**config.mk**
```make
export PLATFORM = sky130hd
export DESIGN_NAME = dma_engine
export DESIGN_NICKNAME = d
export VERILOG_FILES = /design/src/rtl/dma_engine.sv
export SDC_FILE = /design/constraint.sdc
export NUM_CORES = 1
export LEC_CHECK = 0
export ABC_AREA = 1
export CORE_MARGIN = 2
export CORE_UTILIZATION = 55
export CTS_CLUSTER_SIZE = 8
export DETAILED_ROUTE_END_ITERATION = 8
export DONT_BUFFER_PORTS = 1
export PLACE_DENSITY_LB_ADDON = 0.05
export SLEW_MARGIN = 20
export SYNTH_ARGS = -nofsm -noshare
export SYNTH_HDL_FRONTEND = slang
export SYNTH_SLANG_ARGS = --single-unit
```
**constraint.sdc**
```tcl
create_clock -name clk -period 2.4 [get_ports clk]
set_input_delay 0.36 -clock clk [delete_from_list [all_inputs] [get_ports clk]]
set_output_delay 0.36 -clock clk [all_outputs]
set_load 0.02 [all_outputs]
```
**src/rtl/dma_engine.sv**
```systemverilog
// dma_engine: multi-channel SRAM-to-SRAM word copier.
//
// Each of NCH channels holds a (src, dst, len) descriptor. One shared datapath
// FSM (ARB -> RD -> CAP -> WR) moves a single word per pass. Busy channels are
// served round-robin. The CPU has priority on the SRAM: while cpu_req is high,
// a pending RD or WR access waits.
//
// Optional feature: define DMA_ENGINE_ABORT_EN to add abort_valid/abort_ch.
// An abort cancels a channel with no done pulse.
//
// Ports
//   clk, reset            clock; synchronous active-high reset
//   cfg_valid/cfg_ready   copy request handshake; cfg_ready = !busy[cfg_ch]
//   cfg_ch, cfg_src, cfg_dst, cfg_len   request target channel and descriptor
//   poll_ch / poll_len    combinational read of the remaining word count
//   busy, done            per-channel active flag and one-cycle completion pulse
//   cpu_req               the CPU owns the SRAM this cycle
//   mem_en, mem_we, mem_addr, mem_di, mem_do   SRAM port (read data one cycle late)
//   abort_valid, abort_ch (DMA_ENGINE_ABORT_EN only)   channel cancel
module dma_engine #(
  parameter int NCH = 2,
  parameter int AW  = 16,
  parameter int DW  = 32,
  parameter int LW  = 16,
  localparam int CW = (NCH > 1) ? $clog2(NCH) : 1
) (
  input  logic           clk,
  input  logic           reset,
  input  logic           cfg_valid,
  output logic           cfg_ready,
  input  logic [CW-1:0]  cfg_ch,
  input  logic [AW-1:0]  cfg_src,
  input  logic [AW-1:0]  cfg_dst,
  input  logic [LW-1:0]  cfg_len,
  input  logic [CW-1:0]  poll_ch,
  output logic [LW-1:0]  poll_len,
`ifdef DMA_ENGINE_ABORT_EN
  input  logic           abort_valid,
  input  logic [CW-1:0]  abort_ch,
`endif
  output logic [NCH-1:0] busy,
  output logic [NCH-1:0] done,
  input  logic           cpu_req,
  output logic           mem_en,
  output logic           mem_we,
  output logic [AW-1:0]  mem_addr,
  output logic [DW-1:0]  mem_di,
  input  logic [DW-1:0]  mem_do
);

  typedef enum logic [1:0] {ARB, RD, CAP, WR} state_t;

  // Channel indices are widened by one bit so range checks also work when NCH
  // is not a power of two.
  localparam logic [CW:0] NCH_C = (CW+1)'(NCH);

  state_t          state_q, state_d;
  logic [CW-1:0]   sel_q, sel_d;   // channel owning the datapath
  logic [CW-1:0]   rr_q, rr_d;     // round-robin search start (last served + 1)
  logic [DW-1:0]   buf_q, buf_d;
  logic [AW-1:0]   src_q [NCH];
  logic [AW-1:0]   src_d [NCH];
  logic [AW-1:0]   dst_q [NCH];
  logic [AW-1:0]   dst_d [NCH];
  logic [LW-1:0]   len_q [NCH];
  logic [LW-1:0]   len_d [NCH];
  logic [NCH-1:0]  busy_q, busy_d;
  logic [NCH-1:0]  done_q, done_d;

  logic            found;
  logic [CW-1:0]   pick, cand;
  logic            abort_hit;
  logic [CW-1:0]   abort_ch_w;

`ifdef DMA_ENGINE_ABORT_EN
  assign abort_hit  = abort_valid && ({1'b0, abort_ch} < NCH_C);
  assign abort_ch_w = abort_ch;
`else
  assign abort_hit  = 1'b0;
  assign abort_ch_w = '0;
`endif

  assign cfg_ready = ({1'b0, cfg_ch} < NCH_C) && !busy_q[cfg_ch];
  assign busy      = busy_q;
  assign done      = done_q;

  always_comb begin
    poll_len = '0;
    if ({1'b0, poll_ch} < NCH_C) poll_len = len_q[poll_ch];
  end

  // Round-robin pick: first busy channel at or after rr_q, wrapping.
  always_comb begin
    found = 1'b0;
    pick  = '0;
    cand  = '0;
    for (int k = 0; k < NCH; k++) begin
      cand = CW'((int'(rr_q) + k) % NCH);
      if (!found && busy_q[cand]) begin
        found = 1'b1;
        pick  = cand;
      end
    end
  end

  always_comb begin
    state_d  = state_q;
    sel_d    = sel_q;
    rr_d     = rr_q;
    buf_d    = buf_q;
    src_d    = src_q;
    dst_d    = dst_q;
    len_d    = len_q;
    busy_d   = busy_q;
    done_d   = '0;
    mem_en   = 1'b0;
    mem_we   = 1'b0;
    mem_addr = '0;
    mem_di   = '0;

    unique case (state_q)
      ARB: if (found) begin
        sel_d   = pick;
        rr_d    = (pick == CW'(NCH-1)) ? '0 : pick + CW'(1);
        state_d = RD;
      end
      RD: if (!cpu_req) begin
        mem_en   = 1'b1;
        mem_addr = src_q[sel_q];
        state_d  = CAP;
      end
      CAP: begin
        buf_d   = mem_do;
        state_d = WR;
      end
      WR: if (!cpu_req) begin
        mem_en        = 1'b1;
        mem_we        = 1'b1;
        mem_addr      = dst_q[sel_q];
        mem_di        = buf_q;
        src_d[sel_q]  = src_q[sel_q] + AW'(1);
        dst_d[sel_q]  = dst_q[sel_q] + AW'(1);
        len_d[sel_q]  = len_q[sel_q] - LW'(1);
        if (len_q[sel_q] == LW'(1)) begin
          busy_d[sel_q] = 1'b0;
          done_d[sel_q] = 1'b1;
        end
        state_d = ARB;
      end
      default: state_d = ARB;
    endcase

    // New descriptors only land on idle channels, so they never collide with
    // the datapath's update of the selected (busy) channel.
    if (cfg_valid && cfg_ready && !(abort_hit && abort_ch_w == cfg_ch)) begin
      if (cfg_len != '0) begin
        src_d[cfg_ch]  = cfg_src;
        dst_d[cfg_ch]  = cfg_dst;
        len_d[cfg_ch]  = cfg_len;
        busy_d[cfg_ch] = 1'b1;
      end else begin
        done_d[cfg_ch] = 1'b1;
      end
    end

    // Abort wins over everything for its channel, including a completion on
    // the same edge, and kills any access the datapath is issuing for it.
    if (abort_hit) begin
      len_d[abort_ch_w]  = '0;
      busy_d[abort_ch_w] = 1'b0;
      done_d[abort_ch_w] = 1'b0;
      if (state_q != ARB && sel_q == abort_ch_w) begin
        state_d  = ARB;
        mem_en   = 1'b0;
        mem_we   = 1'b0;
        mem_addr = '0;
        mem_di   = '0;
      end
    end
  end

  always_ff @(posedge clk) begin
    if (reset) begin
      state_q <= ARB;
      sel_q   <= '0;
      rr_q    <= '0;
      buf_q   <= '0;
      busy_q  <= '0;
      done_q  <= '0;
      for (int c = 0; c < NCH; c++) begin
        src_q[c] <= '0;
        dst_q[c] <= '0;
        len_q[c] <= '0;
      end
    end else begin
      state_q <= state_d;
      sel_q   <= sel_d;
      rr_q    <= rr_d;
      buf_q   <= buf_d;
      busy_q  <= busy_d;
      done_q  <= done_d;
      for (int c = 0; c < NCH; c++) begin
        src_q[c] <= src_d[c];
        dst_q[c] <= dst_d[c];
        len_q[c] <= len_d[c];
      end
    end
  end

endmodule

```
======== After elaboration in Yosys (flattened, before gate mapping) ========
Index checks and enable logic that the tools add are counted.
cells by class
  add/sub/neg operators ................... 5
  muxes and demuxes ....................... 71
  eq/ne operators ......................... 7
  order comparisons ....................... 11
  reductions and logical operators ........ 13
  bitwise operators ....................... 7
operator list
  cell                   number
  $mux 32                14
  $mux 16                16
  $bwmux 32              6
  $add 16x1->16 const B  2
  $demux 16 s1           2
  $pmux 16 s2            1
  $mux 2                 13
  $eq 16x1->1 const B    1
  $mux 1                 16
  $reduce_bool 16->1     1
  $sub 16x1->16 const B  1
  $lt 1x2->1 const B     4
  $pmux 2 s4             1
  $ge 2x2->1 const B     3
  $logic_and 1x1->1      6
  $ne 2x2->1 const B     3
  $not 1->2              3
  $eq 2x2->1 const B     2
  $lt 2x1->1 const B     2
  $or 2x2->2             2
  $reduce_and 3->1       1
  $add 1x1->1 const B    2
  $and 2x2->2            1
  $demux 1 s1            2
  other kinds (7)        9
word-level totals
  register bits ........................... 136
  logic and storage cells ................. 126

======== Longest topological paths before layout ========
Gate-level depths: netlist (run 1).
  depth after elaboration ................. 12
  gate-level depth with buffers ........... 16
  depth with buffers taken out ............ 14

======== Least setup slack after synthesis (run 1) ========
No wires, ideal clock.
  path type ............................... register to register
  start ................................... register sel_q
  end ..................................... register len_q[28] in the netlist's numbering
  arrival ................................. 1.758 ns
  library setup time ...................... 0.109 ns
  cell stages (with the launch flop) ...... 15
  path slack .............................. 0.533 ns
  path through ............................ dfxtp_1 -> buf_6 -> inv_4 -> buf_12 -> o21ai_2 -> ha_1 -> nand3_1 -> nor2_2 -> nand2_2 -> inv_2 -> nand3_2 -> o21ai_0 -> nand3_1 -> nand2_1 -> inv_1
between the ends
  cells in the longest elaborated chain, start to end .. 11
  elaborated cells on any way between the ends .. 16
  classes of those cells .................. add/sub: 1; order compare: 2; mux: 11; bitwise: 1; reduce/logical: 1
ends and longest elaborated chain
  item                                                                       line  source
  start, declared                                                            58    logic [CW-1:0] sel_q, sel_d;
  start signal, assigned                                                     197   sel_q <= sel_d;
  $not 1->2 (implied by the code) *                                          143   len_d[sel_q] = len_q[sel_q] - LW'(1);
  $mux 16 (implied by the code) (tied with other cells)                      143
  $mux 16 (implied by the code) / $logic_and 1x1->1 (equally long branches)  143
  $mux 16 (implied by the code)                                              143
  $sub 16x1->16 / $demux 16 s1 (equally long branches)                       143
  $bwmux 32 *                                                                143
  $mux 32 *                                                                  136   WR: if (!cpu_req) begin
  $mux 32 *                                                                  121   unique case (state_q)
  $bwmux 32                                                                  159   len_d[cfg_ch] = cfg_len;
  $mux 32                                                                    156   if (cfg_len != '0) begin
  $mux 32 *                                                                  155   if (cfg_valid && cfg_ready && !(abort_hit && abort_ch_w == cfg_ch)) begin
  end signal, assigned by index                                              205   len_q[c] <= len_d[c];
  end, declared                                                              65    logic [LW-1:0] len_q [NCH];
Mark *: on every way between the ends. The rest lies on a longest branch, timed or not. The select of a mux whose other input is x is not followed.
A chain may end at the register's enable or synchronous reset.

======== Final worst setup path (run 1) ========
  start ................................... register sel_q
  end ..................................... output port mem_addr[14]
between the ends
  cells in the longest elaborated chain, start to end .. 6
  elaborated cells on any way between the ends .. 10
  classes of those cells .................. mux: 9; bitwise: 1
ends and longest elaborated chain
  item                                     line      source
  $not 1->2 (implied by the code) *        129, 139
  $mux 16 (on tied branches) (3 in a row)  139, 129
  $mux 16 (on tied branches)               136, 127
  $pmux 16 s2 *                            121
  end, declared                            46        output logic [AW-1:0] mem_addr,
Marks and branches as above.

==> metrics, run 1 <==
status=finished, final reports clean; routed len/inst=16.67 um; Mapped Cells=between 1000 and 1500; H-tree Lvls=4; max_cap viols=0; Total GRT Usage=31.01%; DP Worst Slack=around 0.13 ns; clock sinks=roughly 140; initial antenna violation count=0; IO Count=157; top-area cell type share of the netlist area=between 30% and 40%; routed wire length=24880 um; row count=45; reg-to-reg slack, setup=0.32 ns; First-pass DRT Iterations=5; YS warnings=0; EDFF count, synth=0; clk slew on worst S/H paths=~0.07 ns; Detailed Place HPWL=17680 um; share of async-settable or async-resettable flops after synthesis=0%; Hold Vio Cnt, Final=0; CP Launch Point=sel_q; Clock Skew=0.01255 ns; worst vdd ir=636.2 uV; Final min period=2.344 ns; Initial Utilization=between 50% and 60%; Slew Limit Headroom=48.18%; register area share after synthesis=between 30% and 40%; GPL Wtd Cong=0.9390; Crit path depth=5; area of the core=15030 um2; Root Driver=clkbuf_16; crit-path max FO=30; CTS tree=yes; most area-hungry cell type in the Yosys netlist=dfxtp_1; Peak Freq=around 430 MHz; largest net degree at the start of global routing=65; reg2reg start=sel_q; first-pass GRT wire length=about 40000 um; # diodes=0; worst reg2reg path depth=12; CP Data Arrival Time=just under 2 ns; share of cells above drive strength 1=10.97%; synth unique cells=44; final setup margin=0.05588 ns; setup repair after global routing missed its margin=no; static leakage=between 3 and 4 nW; Via density=5.605; flops & latches, synth=between 100 and 150; CP startpoint kind=flop; Slowest-stage cell, CP=o21ai_0; Layout Area Growth over Synthesis=10.49%; Critical Path End=mem_addr[14]; RR Endpoint=dst_q[26]; crit path cell chain=buf_6 > o21ai_0 > inv_1 > o22ai_1 > buf_4; Mean Syn Cell Area=6.449 um2; critical path class=flop to output port; Post-route DRC=0; Worst-Skew Late Latency=between 0.4 and 0.5 ns; vias=between 8000 and 9000; family with the most delay on the worst path=compound AO/OA/AOI/OAI gates; Final Cycle Share=approximately 98%; final core utilization=61.62%; vias in the first global route=roughly 7600; Final setup viols=0; initial DRC count=728; Die Wd=127.5 um; remaining antenna violation count=0; Synth area leaders=dfxtp_1 32%, nand2_1 11%, o21ai_0 9.2%; Clock Path Buffers=2; CP Buf/Inv Count=3; Slew Limit Fails=0; transition time of the tightest slew-check pin=0.7692 ns; type of the worst min-delay path=input pin to flop; Die H=around 130 um; setup TNS=0 ns; remaining global-route overflow=0; final hold slack=0.06169 ns; Synth Flop Type=dfxtp_1; Synth Cell Area=8384 um2; die area=16250 um2; # nets final=roughly 1400; number of port buffers=0; Largest stage delay, worst path=0.43 ns; Post-Syn Nets=1395; Critical Path RT=2.04 ns; PwrDens=around 840 nW/um2; CTS Buf Count=17; Critical Path Sink Type=output port
[logic make-up after synthesis]
logic type	after synthesis	synth area share, %
and+or+nand+nor	492	26.13
xor gates and xnor gates	29	3.029
muxes	1	0.1194
AOI/OAI and AO/OA	373	24.03
buffers and inverters	260	12.88
adders and majority gates	9	1.343
DFF	136	32.47
[layout by cell type, fill, tap and decap left out, types with 14 or more instances in the layout]
cell type / netlist / layout
a21oi_1: 143 / 143
buf_4: 1 / 40
clkbuf_16: 0 / 17
dfxtp_1: 136 / 135
inv_1: 174 / 173
nand2_1: 255 / 252
nand2_2: 12 / 14
nand3_1: 66 / 66
nand4_1: 16 / 16
nor2_1: 101 / 101
o21ai_0: 154 / 154
o21ai_1: 30 / 30
xor2_1: 22 / 22
[final cells by class]
cell class	count	area, um2
clock buffer	17	425.4
clock inverter	15	177.7
fill	1489	5769
inverter	185	696.9
multi-input combinational	904	4599
sequential	136	2726
tap	188	235.2
timing repair buffer	47	402.9
[registers in the layout (all words and copies together) (netlist names)]
| register | flops |
|---|---|
| done | 2 |
| buf_q | 32 |
| state_q | 2 |
| src_q | 32 |
| rr_q | 1 |
| dst_q | 32 |
| sel_q | 1 |
| len_q | 32 |
| busy | 2 |
[stage by stage]
step,instance area [um2],total power (W),std cells
after global routing,9264,0.008229,1492
after CTS,9264,0.007792,1492
final,9264,0.007793,1492
after detailed placement,8611,0.005048,1456
after global placement,8611,0.005031,1456
after floorplan,8384,0.004557,1300
[Yosys cell counts (6+ instances only)]
library cell / n
o21ai_1: 30
nand3_2: 6
o21bai_1: 10
nand4_1: 16
nor2_2: 10
xor2_1: 22
inv_1: 174
a21oi_1: 143
nand2_1: 255
buf_2: 11
o22ai_1: 8
a311oi_1: 6
inv_2: 9
nand3_1: 66
nand2_2: 12
nor2_1: 101
xnor2_1: 7
dfxtp_1: 136
o21ai_0: 154
ha_1: 9
clkbuf_1: 46
buf_1: 7
buf_6: 9
nor2_4: 9
[timing repair]
item / CTS / global route
setup endpoints to repair: 13 / 0
buffers inserted: 2 / 0
hold buffers: 2 / 0
resized for setup: 4 / 0
hold endpoints to repair: 16 / 0
[where the power goes]
part | switching [W] | leakage, nW | internal (W) | total [W]
clock | 0.00114 | 0.288 | 0.00157 | 0.00271
combinational | 0.00160 | 2.47 | 0.000713 | 0.00231
sequential | 0.000159 | 1.12 | 0.00261 | 0.00276
total | 0.00290 | 3.87 | 0.00489 | 0.00779
[worst register-to-register path: cells and delay by family, from the launching register on]
kind,cells,cell delay (ns)
compound gates,1,0.13
fa+ha+maj,1,0.26
buf+inv,2,0.34
flops,1,0.37
simple gates,8,0.91
[worst min-delay path by stage]
stage	startpoint	to	slack (ns)	cells past startpoint
floorplan	buf_q[25]	buf_q[25]	0.43	2
global placement	reset	rr_q	0.43	1
detailed placement	reset	busy[0]	0.43	1
CTS	cfg_src[0]	src_q[0]	0.05	2
global route	cfg_src[0]	src_q[0]	0.06	2
finish	cfg_src[0]	src_q[0]	0.06	2
[metal layers]
| metal | vias to the layer above | share of wire (%) | global-route usage [%] |
|---|---|---|---|
| li1 | 4191 | - | - |
| met1 | 3800 | 45 | 43.41 |
| met2 | 339 | 43 | 46.27 |
| met3 | 33 | 9.1 | 8.501 |
| met4 | 0 | 2.0 | 10.15 |
| met5 | - | 0 | 0 |
Note: power is estimated with default switching activity, not from simulation.
==> inputs of run 2 (changes only) <==
PLACE_DENSITY = 0.77   (was unset)
PLACE_DENSITY_LB_ADDON = unset   (was 0.05)
==> metrics, run 2 (synthesis gave the netlist of run 1 again) <==
status=complete, but fails checks (was finished, final reports clean); failing checks=setup timing; Initial Utilization=55.77% (unchanged); First-pass DRT Iterations=5 (unchanged); leading cell type in the layout, fill and taps excluded=nand2_1 (unchanged); GPL Wtd Cong=1.005 (was 0.9390); routed len/inst=16.63 um (was 16.67 um); Root Driver=clkbuf_16 (unchanged); Total GRT Usage=30.29% (was 31.01%); commonest cells after routing, fill and taps aside=251 x nand2_1, 172 x inv_1, 151 x o21ai_0, 143 x a21oi_1, 135 x dfxtp_1 (was 252 x nand2_1, 173 x inv_1, 154 x o21ai_0, 143 x a21oi_1, 135 x dfxtp_1); Slew Limit Headroom=43.05% (was 48.18%); clock sinks=136 (unchanged); final hold slack=0.07011 ns (was 0.06169 ns); Seq. cell area=2726 um2 (unchanged); CP Data Arrival Time=2.05 ns (was 1.98 ns); reg2reg start=sel_q (unchanged); Critical Path Sink Type=output port (unchanged); # fillers=1365 (was 1489); Critical Path RT=2.04 ns (about the same); Met1 Routed Length=10820 um (was 11310 um); # nets final=1383 (was 1386); crit-path max FO=32 (was 30); H-tree Lvls=4 (unchanged); Clock Path Buffers=2 (unchanged); Hold Crit Depth=2 (unchanged); Layout Area Growth over Synthesis=10.86% (was 10.49%); Peak Freq=414.3 MHz (was 426.6 MHz); setup repair after global routing missed its margin=yes (was no); CP Launch Point=state_q[1] (was sel_q); final setup margin=-0.01388 ns (was 0.05588 ns); DP Area=8596 um2 (was 8611 um2); die area=16250 um2 (unchanged); IO Count=157 (unchanged); first-pass GRT wire length=39280 um (was 39910 um); transition time of the tightest slew-check pin=0.8453 ns (was 0.7692 ns); initial antenna violation count=1 (was 0); largest net degree at the start of global routing=65 (unchanged); reg-to-reg slack, setup=0.27 ns (was 0.32 ns); Die Wd=127.5 um (unchanged); row count=45 (unchanged); Final Cycle Share=100.6% (was 97.67%); Die H=127.5 um (unchanged); DR WL met2=10770 um (was 10800 um); CTS Buf Count=17 (unchanged); static leakage=3.880 nW (was 3.874 nW); remaining global-route overflow=0 (unchanged); CTS tree=yes (unchanged); RR Endpoint=len_q[14] (was dst_q[26]); Top Metal Used=met4 (unchanged); area of the core=15030 um2 (unchanged); remaining antenna violation count=0 (unchanged); type of the worst min-delay path=input pin to flop (unchanged); hold path start=cfg_src[5] (was cfg_src[0]); clk slew on worst S/H paths=0.06 ns (was 0.07 ns); final core utilization=61.83% (was 61.62%); Worst-Skew Late Latency=0.44 ns (was 0.43 ns); Hold Vio Cnt, Final=0 (unchanged); Final min period=2.414 ns (was 2.344 ns); worst vdd ir=623.3 uV (was 636.2 uV); number of port buffers=0 (unchanged); PwrDens=840.3 nW/um2 (was 841.2 nW/um2); worst reg2reg path depth=14 (was 12); Post-route DRC=0 (unchanged); vias in the first global route=7637 (was 7617); Slew Limit Fails=0 (unchanged); max_cap viols=0 (unchanged); Detailed Place HPWL=17340 um (was 17680 um); CP startpoint kind=flop (unchanged); Via density=5.740 (was 5.605); initial DRC count=926 (was 728); share of cells above drive strength 1=11.45% (was 10.97%); routed wire length=24780 um (was 24880 um); worst hold endpoint=src_q[5] (was src_q[0]); vias=8552 (was 8363); met3 WL post-DR=2402 um (was 2276 um); critical path class=flop to output port (unchanged); Post-Layout Inst Area=9295 um2 (was 9264 um2); Clock Skew=0.008924 ns (was 0.01255 ns); area of the multi-input gates=4623 um2 (was 4599 um2); Final setup viols=3 (was 0)
-- run 2: what timing repair did --
action,4_1_cts,5_1_grt
hold buffers,1,0
resized for setup,4,14
pin swaps,0,1
setup buffers,0,1
hold endpoints to repair,17,0
setup endpoints to repair,19,42
gates cloned,0,1
-- run 2: routing by layer --
metal	vias up	track usage, %
li1	4199	-
met1	3856	41.61
met2	431	45.39
met3	66	7.454
met4	0	12.86
met5	-	0
-- run 2: where the power goes --
part           switching [W]  internal (W)
Sequential          0.000168       0.00261
Combinational        0.00159      0.000708
Clock                0.00116       0.00158
Total                0.00292       0.00489
-- run 2: how the worst max path moves through the flow --
stage                 endpoint  slack, ns
detailed placement   len_q[14]       0.28
finish               mem_di[6]      -0.01
global placement     len_q[12]       0.34
floorplan            len_q[28]       0.53
global route         mem_di[6]      -0.08
CTS                 mem_di[11]       0.01
-- run 2: cell type report --
cell class	count	area share (%)
antenna	1	0.02692
clock buffer	17	4.577
clock inverter	15	1.938
inverter	185	7.565
multi-input combinational	904	49.74
sequential	136	29.33
tap	188	2.531
timing repair buffer	44	4.294
-- run 2: through the flow --
| stage | setup slack [ns] | power (W) | cells | TNS [ns] |
|---|---|---|---|---|
| after detailed placement | 0.2778 | 0.004995 | 1454 | 0 |
| after global routing | -0.07946 | 0.008231 | 1489 | -1.626 |
| final | -0.01388 | 0.007811 | 1490 | -0.02601 |
| after CTS | 0.01199 | 0.007740 | 1487 | 0 |
| after global placement | 0.3417 | 0.004965 | 1454 | 0 |
| after floorplan | 0.5332 | 0.004557 | 1300 | 0 |
-- run 2: worst max-delay path, stage by stage (launching register included) --
cell	delay, ns
dfxtp_1	0.37
ha_1	0.31
nand2_4	0.13
buf_6	0.18
buf_4	0.25
nor2_1	0.37
==> inputs of run 3 (changes only) <==
CORE_MARGIN = unset   (was 2)
CORE_UTILIZATION = 52   (was 55)
PLACE_DENSITY = 0.69   (was 0.77)
==> metrics, run 3 (synthesis gave the netlist of run 1 again) <==
status=finished, final reports clean (was complete, but fails checks); Die Wd=129.0 um (was 127.5 um); leading cell type in the layout, fill and taps excluded=nand2_1 (unchanged); worst reg2reg path depth=9 (was 14); remaining antenna violation count=0 (unchanged); RR Endpoint=busy[0] (was len_q[14]); DR WL met2=10780 um (was 10770 um); CTS tree=yes (unchanged); Critical Path End=mem_addr[4] (was mem_di[6]); Root Driver=clkbuf_16 (unchanged); DP Worst Slack=0.3002 ns (was 0.2778 ns); crit-path max FO=17 (was 32); # nets final=1397 (was 1383); Layout Area Growth over Synthesis=12.45% (was 10.86%); vias=8470 (was 8552); first-pass GRT wire length=39080 um (was 39280 um); transition time of the tightest slew-check pin=0.8068 ns (was 0.8453 ns); Final Cycle Share=96.66% (was 100.6%); CTS Buf Count=17 (unchanged); routed wire length=24630 um (was 24780 um); PwrDens=838.3 nW/um2 (was 840.3 nW/um2); Hold Vio Cnt, Final=0 (unchanged); area of the core=15830 um2 (was 15030 um2); H-tree Lvls=4 (unchanged); reg2reg start=sel_q (unchanged); Slew Limit Fails=0 (unchanged); Slew Limit Headroom=45.65% (was 43.05%); Critical Path RT=2.04 ns (about the same); Initial Utilization=52.97% (was 55.77%); routed len/inst=16.09 um (was 16.63 um); clk slew on worst S/H paths=0.06 ns (about the same); row count=46 (was 45); Clock Skew=0.009673 ns (was 0.008924 ns); vias in the first global route=7545 (was 7637); clock sinks=136 (unchanged); die area=16640 um2 (was 16250 um2); max_cap viols=0 (unchanged); Clock Path Buffers=2 (unchanged); reg-to-reg slack, setup=0.25 ns (was 0.27 ns); type of the worst min-delay path=input pin to flop (unchanged); setup repair after global routing missed its margin=yes (unchanged); Post-route DRC=0 (unchanged); Top Metal Used=met4 (unchanged); commonest cells after routing, fill and taps aside=252 x nand2_1, 173 x inv_1, 150 x o21ai_0, 143 x a21oi_1, 135 x dfxtp_1 (was 251 x nand2_1, 172 x inv_1, 151 x o21ai_0, 143 x a21oi_1, 135 x dfxtp_1); Final min period=2.320 ns (was 2.414 ns); initial antenna violation count=0 (was 1); CP Data Arrival Time=1.96 ns (was 2.05 ns); number of port buffers=0 (unchanged); initial DRC count=812 (was 926); static leakage=3.945 nW (was 3.880 nW); CP Launch Point=state_q[0] (was state_q[1]); Worst-Skew Late Latency=0.43 ns (was 0.44 ns); Met1 Routed Length=11170 um (was 10820 um); worst vdd ir=580.8 uV (was 623.3 uV); Post-Layout Inst Area=9428 um2 (was 9295 um2); largest net degree at the start of global routing=65 (unchanged); remaining global-route overflow=0 (unchanged); Via density=5.532 (was 5.740); First-pass DRT Iterations=6 (was 5); GPL Wtd Cong=0.9638 (was 1.005); critical path class=flop to output port (unchanged); Detailed Place HPWL=17930 um (was 17340 um); Peak Freq=431.0 MHz (was 414.3 MHz); met3 WL post-DR=2141 um (was 2402 um); DP Area=8736 um2 (was 8596 um2); # diodes=0 (was 1); CP startpoint kind=flop (unchanged); Final setup viols=0 (was 3); Die H=129.0 um (was 127.5 um); IO Count=157 (unchanged); Total GRT Usage=30.35% (was 30.29%); Critical Path Sink Type=output port (unchanged); final setup margin=0.08005 ns (was -0.01388 ns); share of cells above drive strength 1=12.02% (was 11.45%)
-- run 3: cell count changes in the layout (fill, tap and decap cells not counted), moves of 2 or more --
| cell | before | now |
|---|---|---|
| buf_4 | 36 | 49 |
| nor2_1 | 96 | 101 |
| nor2_2 | 14 | 9 |
| inv_6 | 7 | 4 |
| clkinv_4 | 2 | 4 |
| dlygate4sd3_1 | 1 | 3 |
| inv_8 | 4 | 2 |
| nand2_4 | 3 | 1 |
-- run 3: per-stage QoR --
| step | utilization, % | hold WS (ns) | setup TNS [ns] | std cells | total power, W |
|---|---|---|---|---|---|
| floorplan | - | 0.4301 | 0 | 1300 | 0.004557 |
| CTS | 59.28 | 0.001082 | 0 | 1530 | 0.007883 |
| global placement | 55.19 | 0.4333 | 0 | 1496 | 0.005025 |
| global route | 59.57 | 0.07289 | -0.004957 | 1531 | 0.008345 |
| detailed placement | 55.19 | 0.4351 | 0 | 1496 | 0.005062 |
| finish | 59.57 | 0.08047 | 0 | 1531 | 0.007903 |
-- run 3: area by class of cell --
type | count | area [um2]
fillers | 1577 | 6400
multi-input cells | 904 | 4618
flip-flops and latches | 136 | 2724
inverters | 185 | 696.9
repair buffers | 58 | 491.7
clock buffers | 18 | 439.2
well taps | 216 | 270.3
clock inverters | 14 | 187.7
-- run 3: where the power goes --
part	switching [W]	total, W	leakage (nW)	internal, W
Clock	0.00112	0.00282	0.310	0.00169
Combinational	0.00159	0.00232	2.52	0.000729
Sequential	0.000157	0.00276	1.12	0.00260
Total	0.00288	0.00790	3.95	0.00503
-- run 3: worst min-delay path by stage --
stage | from | cells past startpoint | to
after floorplan | buf_q[25] | 2 | buf_q[25]
after global placement | reset | 1 | busy[0]
after detailed placement | reset | 1 | rr_q
after CTS | reset | 1 | len_q[16]
after global routing | cfg_len[8] | 2 | len_q[24]
final | cfg_src[5] | 2 | src_q[5]
-- run 3: repair_timing --
action,4_1_cts,5_1_grt
gates cloned,0,0
hold buffers,2,1
endpoints found under the setup margin,1,11
buffers inserted,0,0
resized for setup,1,11
hold endpoints to repair,15,1
pin swaps,0,0
-- run 3: layer usage --
layer | up-vias | GRT usage [%]
li1 | 4227 | -
met1 | 3846 | 41.28
met2 | 357 | 46.20
met3 | 40 | 8.482
met4 | 0 | 10.03
met5 | - | 0
-- run 3: worst max-delay path, stage by stage (launching register included) --
cell     delay, ns
dfxtp_1       0.36
ha_1          0.29
nand2_2       0.17
buf_4         0.25
o22ai_1       0.26
buf_4         0.19
